===== config.mk =====
export PLATFORM = sky130hd
export DESIGN_NAME = bcd_serial_addsub
export DESIGN_NICKNAME = d
export VERILOG_FILES = /design/src/rtl/bcd_pkg.sv /design/src/rtl/bcd_digit_addsub.sv /design/src/rtl/bcd_serial_addsub.sv
export SDC_FILE = /design/constraint.sdc
export NUM_CORES = 1
export LEC_CHECK = 0
export CAP_MARGIN = 30
export CORE_ASPECT_RATIO = 0.75
export CORE_MARGIN = 1
export CORE_UTILIZATION = 50
export CTS_CLUSTER_SIZE = 16
export DETAILED_ROUTE_END_ITERATION = 16
export PLACE_DENSITY_LB_ADDON = 0.25
export SETUP_SLACK_MARGIN = 0.2
export SLEW_MARGIN = 0
export SYNTH_ARGS = -nofsm -noshare
export SYNTH_HDL_FRONTEND = slang
export SYNTH_SLANG_ARGS = --single-unit

===== constraint.sdc =====
create_clock -name clk -period 6.3 [get_ports clk]
set_input_delay 1.89 -clock clk [delete_from_list [all_inputs] [get_ports clk]]
set_output_delay 1.89 -clock clk [all_outputs]
set_load 0.05 [all_outputs]

===== src/rtl/bcd_pkg.sv =====
// Shared constants and state encoding for the digit-serial BCD adder/subtractor.
package bcd_pkg;

   localparam int unsigned DIGIT_W = 4;
   localparam logic [3:0]  BCD_MAX = 4'd9;
   localparam logic [3:0]  BCD_ADJ = 4'd6;

   typedef enum logic [1:0] {
      IDLE = 2'd0,
      RUN  = 2'd1,
      FIX  = 2'd2,
      DONE = 2'd3
   } state_t;

endpackage


===== src/rtl/bcd_digit_addsub.sv =====
// One BCD digit add/subtract slice; subtraction uses the nines complement of b.
module bcd_digit_addsub
   import bcd_pkg::*;
(
   input  logic [3:0] a,
   input  logic [3:0] b,
   input  logic       cin,
   input  logic       sub,
   output logic [3:0] s,
   output logic       cout
);

   logic [3:0] b_eff_c;
   logic [4:0] t_c;

   always_comb begin
      b_eff_c = sub ? (BCD_MAX - b) : b;
      t_c     = {1'b0, a} + {1'b0, b_eff_c} + 5'(cin);
      if (t_c > 5'(BCD_MAX)) begin
         s    = t_c[3:0] + BCD_ADJ;
         cout = 1'b1;
      end else begin
         s    = t_c[3:0];
         cout = 1'b0;
      end
   end

endmodule


===== src/rtl/bcd_serial_addsub.sv =====
// Digit-serial BCD add/subtract with sign-magnitude result and valid/ready on both sides.
module bcd_serial_addsub
   import bcd_pkg::*;
#(
   parameter int unsigned NDIGITS = 4
) (
   input  logic                   clk,
   input  logic                   rst_n,
   input  logic                   in_valid,
   output logic                   in_ready,
   input  logic                   op_sub,
   input  logic [4*NDIGITS-1:0]   a,
   input  logic [4*NDIGITS-1:0]   b,
   output logic                   out_valid,
   input  logic                   out_ready,
   output logic [4*NDIGITS-1:0]   result,
   output logic                   cout,
   output logic                   neg,
   output logic                   err
);

   localparam int unsigned W    = NDIGITS * DIGIT_W;
   localparam int unsigned IDXW = (NDIGITS > 1) ? $clog2(NDIGITS) : 1;
   localparam logic [IDXW-1:0] LAST = IDXW'(NDIGITS - 1);

   state_t          state;
   logic [W-1:0]    a_q;
   logic [W-1:0]    b_q;
   logic            op_q;
   logic            carry_q;
   logic [IDXW-1:0] idx;

   logic [3:0]      dig_a_c;
   logic [3:0]      dig_b_c;
   logic [3:0]      dig_s_c;
   logic            dig_sub_c;
   logic            dig_cout_c;
   logic            bad_c;

   // FIX reuses the slice as 0 - result[idx] to form the tens complement
   always_comb begin
      if (state == FIX) begin
         dig_a_c   = 4'd0;
         dig_b_c   = result[int'(idx)*DIGIT_W +: DIGIT_W];
         dig_sub_c = 1'b1;
      end else begin
         dig_a_c   = a_q[int'(idx)*DIGIT_W +: DIGIT_W];
         dig_b_c   = b_q[int'(idx)*DIGIT_W +: DIGIT_W];
         dig_sub_c = op_q;
      end
   end

   always_comb begin
      bad_c = 1'b0;
      for (int i = 0; i < int'(NDIGITS); i++) begin
         if ((a[i*DIGIT_W +: DIGIT_W] > BCD_MAX) || (b[i*DIGIT_W +: DIGIT_W] > BCD_MAX))
            bad_c = 1'b1;
      end
   end

   bcd_digit_addsub u_digit (
      .a    (dig_a_c),
      .b    (dig_b_c),
      .cin  (carry_q),
      .sub  (dig_sub_c),
      .s    (dig_s_c),
      .cout (dig_cout_c)
   );

   always_ff @(posedge clk or negedge rst_n) begin
      if (!rst_n) begin
         state     <= IDLE;
         a_q       <= '0;
         b_q       <= '0;
         op_q      <= 1'b0;
         carry_q   <= 1'b0;
         idx       <= '0;
         in_ready  <= 1'b1;
         out_valid <= 1'b0;
         result    <= '0;
         cout      <= 1'b0;
         neg       <= 1'b0;
         err       <= 1'b0;
      end else begin
         case (state)
            IDLE: begin
               if (in_valid) begin
                  a_q      <= a;
                  b_q      <= b;
                  op_q     <= op_sub;
                  carry_q  <= op_sub;
                  idx      <= '0;
                  in_ready <= 1'b0;
                  result   <= '0;
                  cout     <= 1'b0;
                  neg      <= 1'b0;
                  err      <= bad_c;
                  state    <= bad_c ? DONE : RUN;
               end
            end
            RUN: begin
               result[int'(idx)*DIGIT_W +: DIGIT_W] <= dig_s_c;
               carry_q <= dig_cout_c;
               idx     <= idx + IDXW'(1);
               if (idx == LAST) begin
                  if (!op_q) begin
                     cout      <= dig_cout_c;
                     out_valid <= 1'b1;
                     state     <= DONE;
                  end else if (dig_cout_c) begin
                     neg       <= 1'b0;
                     out_valid <= 1'b1;
                     state     <= DONE;
                  end else begin
                     idx     <= '0;
                     carry_q <= 1'b1;
                     state   <= FIX;
                  end
               end
            end
            FIX: begin
               result[int'(idx)*DIGIT_W +: DIGIT_W] <= dig_s_c;
               carry_q <= dig_cout_c;
               idx     <= idx + IDXW'(1);
               if (idx == LAST) begin
                  neg       <= 1'b1;
                  out_valid <= 1'b1;
                  state     <= DONE;
               end
            end
            DONE: begin
               // invalid-input path arrives with out_valid low and raises it here
               if (out_valid && out_ready) begin
                  out_valid <= 1'b0;
                  in_ready  <= 1'b1;
                  state     <= IDLE;
               end else begin
                  out_valid <= 1'b1;
               end
            end
            default: state <= IDLE;
         endcase
      end
   end

endmodule


=== Yosys cells after proc, flatten, opt, wreduce, memory -nomap -nowiden ===
Cells that the tools add are included.

* Memory bits (read-only): 0
* Latch bits: 0
* Output and inout bits: 21
* Bits of input ports: 37
* Memories: 0
* Bits in registers: 59
* Memory bits (writable): 0

* Divide/modulo/power cells: 0
* $add $sub $neg: 6
* Shift operators: 5
* Order comparisons: 9
* Mux-type cells: 46
* Multiply operators: 0
* Reduce and logical (&&, ||, !) cells: 20
* Bitwise gates (word level): 0
* Equality and inequality tests: 12

{| class="wikitable"
|+ Operators with widths
! cell !! count
|-
| $shiftx A16 B5 Y4 || 3
|-
| $neg A4 Y34 || 1
|-
| $shift A4 B34 Y16 const A || 1
|-
| $shiftx A4 B34 Y16 || 1
|-
| $gt A4 B4 Y1 const B || 8
|-
| $pmux W16 S2 || 1
|-
| $mux W1 || 23
|-
| $mux W2 || 9
|-
| $bwmux W16 || 1
|-
| $mux W16 || 1
|-
| $mux W4 || 4
|-
| $ne A2 B2 Y1 const B || 6
|-
| $reduce_and A4 Y1 || 3
|-
| $pmux W1 S3 || 3
|-
| $pmux W2 S4 || 1
|-
| $eq A2 B2 Y1 const B || 3
|-
| $pmux W2 S3 || 1
|-
| $reduce_and A2 Y1 || 3
|-
| $reduce_and A6 Y1 || 1
|-
| $reduce_bool A2 Y1 || 3
|-
| $reduce_bool A3 Y1 || 2
|-
| $add A4 B4 Y5 || 1
|-
| $add A5 B1 Y5 || 1
|-
| $gt A5 B4 Y1 const B || 1
|-
| other kinds (12) || 16
|}

=== Depth between registers and ports, before layout ===
Gate-level depths: netlist of run 1.

* Depth in word-level cells: 12
* Mapped depth: 21

=== Modules after synthesis ===
From an unflattened synthesis of run 1, not the netlist that was laid out.

* Cells, all modules: 268
* Area total of the unflattened synthesis: 3271.9 µm²

{| class="wikitable"
|+ Modules (own cells, without submodules)
! module !! cells each !! area an instance (µm²) !! seq. area each (µm²) !! instances
|-
| bcd_serial_addsub || 233 || 2994.1 || 1477.7 || 1
|-
| bcd_digit_addsub || 35 || 277.8 || 0.0 || 1
|}

=== Worst setup path after synthesis of run 1 ===
No wires, ideal clock.

* Path kind: reg2reg
* From: register state[0]
* To: register out_valid
* Period minus slack after synthesis: 4202 ps
* Data arrival time: 4077 ps
* Slack: 2098 ps
* Data required time: 6175 ps
* Stages on the path, launching flop included: 22
* Setup time: 125 ps
* Buffers on the path: 3
* Cells stage by stage: dfrtp_1 > inv_1 > ha_1 > clkbuf_1 > clkbuf_1 > mux4_2 > nand2_1 > nand2_1 > inv_1 > ha_1 > nor2_1 > a21oi_1 > ha_1 > xnor2_1 > inv_1 > ha_1 > nand2_1 > o21ai_0 > o311a_1 > buf_6 > a31oi_1 > mux2_2

* Cells in the longest elaborated chain, start to end: 10
* Elaborated cells on any way between the ends: 18

{| class="wikitable"
|+ Ends and longest elaborated chain
! item !! line !! source
|-
| start: declaration || bcd_serial_addsub.sv:26 || <nowiki>state_t state;</nowiki>
|-
| start signal: assignment || bcd_serial_addsub.sv:98 || <nowiki>state <= bad_c ? DONE : RUN;</nowiki>
|-
| $eq A2 B2 Y1 || bcd_serial_addsub.sv:42, bcd_serial_addsub.sv:85 ||
|-
| $mux W4 || bcd_serial_addsub.sv:42 || <nowiki>if (state == FIX) begin</nowiki>
|-
| $sub A4 B4 Y4 || bcd_digit_addsub.sv:17 || <nowiki>b_eff_c = sub ? (BCD_MAX - b) : b;</nowiki>
|-
| $mux W4 || bcd_digit_addsub.sv:17 ||
|-
| $add A4 B4 Y5 || bcd_digit_addsub.sv:18 || <nowiki>t_c = {1'b0, a} + {1'b0, b_eff_c} + 5'(cin);</nowiki>
|-
| $add A5 B1 Y5 || bcd_digit_addsub.sv:18 ||
|-
| $gt A5 B4 Y1 || bcd_digit_addsub.sv:19 || <nowiki>if (t_c > 5'(BCD_MAX)) begin</nowiki>
|-
| $mux W1 || bcd_digit_addsub.sv:19 ||
|-
| $ne A3 B3 Y1 (no source line) || - ||
|-
| $reduce_and A4 Y1 (no source line) || - ||
|-
| end signal: assignment || bcd_serial_addsub.sv:79 || <nowiki>out_valid <= 1'b0;</nowiki>
|-
| end signal: assignment || bcd_serial_addsub.sv:108 || <nowiki>out_valid <= 1'b1;</nowiki>
|-
| end signal: assignment || bcd_serial_addsub.sv:112 || <nowiki>out_valid <= 1'b1;</nowiki>
|-
| end: declaration || bcd_serial_addsub.sv:14 || <nowiki>output logic out_valid,</nowiki>
|}

Several ways; a longest one is shown, not always the timed one.
A chain may end at the register's enable or synchronous reset.

=== Final worst setup path of run 1 ===
Ends and elaborated chain as after synthesis.

==> results of run 1 <==
## worst min-delay path, stage by stage, from the launching register on
cell and delay [ns]:
dfrtp_1 0.34, nand2_1 0.05, o21ai_0 0.06
## layer usage
metal  GRT usage, %  up-vias  wire length (µm)
met4           9.12        0               110
met1           33.9     1267              3550
met3           5.52       16               487
met2           39.2       94              3670
met5              0        -                 0
li1               -     1158                 -
## registers in the layout, indices dropped and copies added, names as in the netlist
signal / cells
a_q: 16
b_q: 16
carry_q: 1
cout: 1
err: 1
idx: 2
in_ready: 1
neg: 1
op_q: 1
out_valid: 1
result: 16
state: 2
## final cells by class
cell class                 count  area [µm²]  area share (%)
inverter                      13        48.8            1.18
tap                           81         101            2.44
timing repair buffer          60         588            14.2
sequential                    59        1480            35.6
clock inverter                 2        35.0           0.845
clock buffer                  13         159            3.83
multi-input combinational    197        1740            41.9
## placed cells by master, fill, tap and decap left out, drive strengths merged, types with 3 or more instances in the layout
cell type | synthesis | final
dfrtp | 58 | 58
clkdlybuf4s50 | 0 | 56
mux2 | 35 | 35
o21ai | 24 | 24
nand2 | 20 | 20
ha | 15 | 15
clkbuf | 9 | 13
inv | 12 | 12
mux4 | 11 | 11
nor2 | 11 | 11
a22o | 10 | 10
mux2i | 8 | 8
a21oi | 7 | 7
nor2b | 5 | 5
nor3 | 5 | 5
a31oi | 5 | 5
nand2b | 4 | 4
nand3 | 4 | 4
buf | 4 | 4
a211oi | 3 | 3
and3 | 3 | 3
xnor2 | 3 | 3
## metrics by stage
step	worst slack [ns]	hold WS, ns	area [µm²]	instances	util, %
floorplan	2.10	0.471	3330	282	-
global placement	1.68	0.469	3950	410	62.2
detailed placement	1.52	0.478	3950	410	62.2
CTS	1.50	0.492	4150	425	65.3
global route	1.26	0.511	4150	425	65.3
finish	1.46	0.484	4150	425	65.3
## worst paths after layout
path,to,slack [ns],cells past startpoint
max,out_valid,1.46,15
min,err,0.48,2
max reg2reg,out_valid,1.46,15
min reg2reg,err,0.48,2
max in group asynchronous,a_q[4],4.11,2
min in group asynchronous,b_q[0],1.69,2
## cell families (layout without fill, tap and decap cells)
group | Yosys count | after routing
XOR/XNOR | 4 | 4
adder cells (fa/ha/maj) | 17 | 17
flip-flops | 59 | 59
AND/OR/NAND/NOR | 60 | 60
multiplexers | 54 | 54
AO/OA/AOI/OAI | 62 | 62
buffers and inverters | 26 | 88
==> metrics.txt, run 1 <==
MaxCap Viol Count 0; Tcrit/Tclk final between 70 and 80%; Routed Wire Length 7.82 mm; dpl hpwl around 5.7 mm; mux cell area share after synthesis between 20 and 25%; wire length per cell about 18 µm; simple-gate share of the synthesized area approximately 8.9%; slew margin rel. 46.8%; DR DRC count 0; core region area about 6300 µm²; syn_area_per_cell 11.8 µm²; CP max stage delay approximately 0.66 ns; Syn-to-layout area delta 24.7%; Slew Limit Fails 0; outcome finished clean; starting DRC count in detailed routing approximately 100; Post-synth EDFFs 0; combinational family with the most area after synthesis multiplexers; Fin. Hold Viols 0; post-synthesis compound-gate area fraction about an eighth; Nets ~400; Worst EP arrival approximately 5.1 ns; Final GP Congestion 0.971; full die area roughly 7000 µm²; most numerous cell in the Yosys netlist dfrtp_1; XOR/XNOR share of the synthesized area between 1 and 1.5%; IO Count slightly below 60; post-CTS setup buffer count 0; Root Buffer clkbuf_8; later-pin clock latency in the skew report 0.33 ns; critical path class flop to flop; final setup vio count 0; first drt pass iteration count 4; Worst Path Required approximately 6.5 ns; Ys Warns 0; RSZ-0062 raised after global routing no; via count ~2,500; Starting Density a little over half; Vias/cell roughly 6.0; hold path start err; post-CTS resize count 0; post-route ant nets 0; cts bufs inserted 9; Worst Setup SP state[0]; Synth top area share a little over two fifths; CTS hold repair buffers 0; global-route wire length before repair about 13 mm; CTS H-tree lvls 3; clk slew on worst S/H paths around 0.070 ns; Crit-path slowest cell ha_1; crit end category flop; final worst clock skew ~0.0060 ns; Worst setup SP type flop; total track usage 24.9%; Slew @ Worst Pin slightly below 0.8 ns; critical path, cell by cell inv_1 -> ha_1 -> mux4_2 -> mux2i_1 -> xnor2_1 -> fa_1 -> fa_1 -> xnor2_1 -> inv_1 -> ha_1 -> nand2_1 -> o21ai_0 -> o311a_1 -> a31oi_1 -> mux2_2; Mapped Area about 3300 µm²; post-synthesis register bit count 59; library cells used by synthesis 47; layout cells sized above 1 between 20% and 30%; # port buffers 57; CP top delay family adder cells; Max Fclk 206 MHz; TNS Setup 0 ns; asr flop ratio synth 100%; Fillers just under 500; ranking of synthesized cells by area dfrtp_1 44%, mux2_2 12%, mux4_2 7.4%, ha_1 5.6%, o21ai_0 3.5%; row count 25; TritonCTS clock tree done; die width about 96 µm; Post-synth top cells 58 x dfrtp_1, 35 x mux2_2, 23 x o21ai_0; largest net degree at the start of global routing 60; Mapped Cells around 280; initial antenna violation count 0; Synth Area in Adders under 10%; Die Y just over 70 µm; Clock Sinks 59; cell taking the most area after synthesis dfrtp_1; ANT cells 0; fin crit period roughly 4.8 ns; r2r startpoint state[0]; CP bufs+invs 2; vias in the first global route about 2,600; Syn Nets roughly 340; Tightest Hold Check Type flop to flop; CP max FO 18; sequential area share after synthesis between 40 and 50%; total global routing overflow 0; Clock Tree Buf Depth 2; Post-synth top flop dfrtp_1
Power of run 1 is not shown: default switching activity piles up to over one toggle a cycle in this logic, so the estimate is an artifact.
==> run 2, diff against run 1 <==
clock period = 4.8 ns   (was 6.3 ns; I/O delays follow)
==> run 2 against run 1 <==
Compared with the run above: clock skew grew 0.0013 ns; critical path depth is the same; sequential cell count is the same; non-clock buffer count grew 3; die area is the same; via count grew 0.24%; wire length grew 3.1%; cell area grew 1.1%.
==> metrics.txt, run 2 (synthesized netlist as in run 1, its figures left out) <==
via count 2,541 (+0.24%); placed cells 413 (+0.73%); Vias/cell 5.94 (-0.47%); Worst EP arrival 4.63 ns (-0.44 ns); # port buffers 57 (unchanged); Max Fclk 227 MHz (+10%); ANT cells 0 (unchanged); cts bufs inserted 9 (unchanged); Clock Sinks 59 (unchanged); final setup vio count 0 (unchanged); CP top delay family adder cells; row count 25 (unchanged); crit end category flop; RSZ-0062 raised after global routing no; Finished Core Util 66.0% (+0.73 points); TritonCTS clock tree done; Hold WS 0.501 ns (+0.0166 ns); total track usage 25.0% (+0.16 points); core region area 6350 µm² (unchanged); Root Buffer clkbuf_8; Fin. Hold Viols 0 (unchanged); post-route ant nets 0 (unchanged); layout cells sized above 1 22.2% (+1.6 points); global-route wire length before repair 12.6 mm (unchanged); largest net degree at the start of global routing 34 (-43%); CTS H-tree lvls 3 (unchanged); Routed Wire Length 8.06 mm (+3.1%); Final GP Congestion 0.902 (-7.1%); commonest non-fill, non-tap cells in the layout 58 x dfrtp_1, 56 x clkdlybuf4s50_1, 35 x mux2_2; post-CTS setup buffer count 0 (unchanged); TNS Setup 0 ns (unchanged); Syn-to-layout area delta 26.1%; total global routing overflow 0 (unchanged); full die area 6980 µm² (unchanged); Nets 397 (+0.76%); fin crit period 4.40 ns (-0.448 ns); MaxCap Viol Count 0 (unchanged); clk slew on worst S/H paths 0.07 ns (about the same); first drt pass iteration count 5 (+1); IO Count 58 (unchanged); Die Y 72.6 µm (unchanged); CP bufs+invs 2 (unchanged); starting DRC count in detailed routing 146 (+43%); initial antenna violation count 0 (unchanged); dpl hpwl 5.98 mm (+4.8%); CP max stage delay 0.44 ns (-0.22 ns); DR DRC count 0 (unchanged); wire length per cell 18.8 µm (+2.3%); Tightest Hold Check Type flop to flop; Slew Limit Fails 0 (unchanged); outcome finished clean; critical path, cell by cell inv_1 -> ha_1 -> mux4_2 -> mux2i_1 -> xnor2_1 -> fa_1 -> fa_1 -> xnor2_2 -> inv_1 -> ha_1 -> nand2_1 -> o21ai_0 -> o311a_4 -> a31oi_1 -> mux2_2; Starting Density 52.4% (unchanged); Clock Tree Buf Depth 2 (unchanged); die width 96.2 µm (unchanged); Slew @ Worst Pin 0.826 ns (+0.0353 ns); vias in the first global route 2,478 (-4.3%); later-pin clock latency in the skew report 0.34 ns (about the same); final worst clock skew 0.00736 ns (+0.00135 ns); Crit-path slowest cell dfrtp_1; Fillers 483 (-1.2%); Worst Path Required 5.03 ns (-1.49 ns); CP max FO 7 (-11); commonest non-fill, non-tap cell in the layout dfrtp_1; critical path class flop to flop; largest registers a_q x16, b_q x16, result x16; Worst setup SP type flop; slew margin rel. 44.8% (-2.0 points); final cell count without fillers 428 (+0.71%); Tcrit/Tclk final 91.6% (+15 points); CTS hold repair buffers 0 (unchanged)
## run 2: final cells by class
type / count / area, µm² / area share (%)
clock buffers: 10 / 128 / 3.04
clock inverters: 5 / 55.1 / 1.31
inverters: 13 / 48.8 / 1.16
multi-input cells: 197 / 1760 / 41.9
flip-flops and latches: 59 / 1480 / 35.2
well taps: 81 / 101 / 2.42
repair buffers: 63 / 627 / 15.0
## run 2: worst paths after layout
check / from / end / slack, ns / cells past startpoint
worst max register to register: state[0] / out_valid / 0.40 / 15
max in group asynchronous: rst_n / a_q[3] / 2.84 / 2
worst max-delay path: state[0] / out_valid / 0.40 / 15
min in group asynchronous: rst_n / result[4] / 1.10 / 1
worst min register to register: a_q[8] / a_q[8] / 0.50 / 1
worst min-delay path: a_q[8] / a_q[8] / 0.50 / 1
## run 2: stage by stage
| step | setup slack [ns] | cell area, µm² |
|---|---|---|
| global route | 0.129 | 4190 |
| global placement | 0.656 | 3990 |
| CTS | 0.359 | 4170 |
| detailed placement | 0.379 | 3990 |
| finish | 0.403 | 4190 |
| floorplan | 0.598 | 3330 |
## run 2: worst register-to-register path, delay by kind of cell, from the launching register on
family	cells	cell delay (ns)
AOI/OAI and AO/OA	3	0.80
adders and majority gates	4	1.37
and+or+nand+nor	1	0.11
DFF	1	0.44
xor gates and xnor gates	2	0.38
buffers and inverters	2	0.26
muxes	3	0.94
## run 2: what timing repair did
action / CTS / global route
hold endpoints to repair: 0 / 0
resized for setup: 0 / 4
setup endpoints to repair: 0 / 12
## run 2: routing by layer
metal  routed length [µm]  up-vias  track usage (%)
li1                     -     1162                -
met1                 3750     1244             36.5
met2                 3530      119             36.2
met3                  609       16             6.46
met4                  162        0             8.79
met5                    0        -                0
Power of run 2 is left out for the same reason.
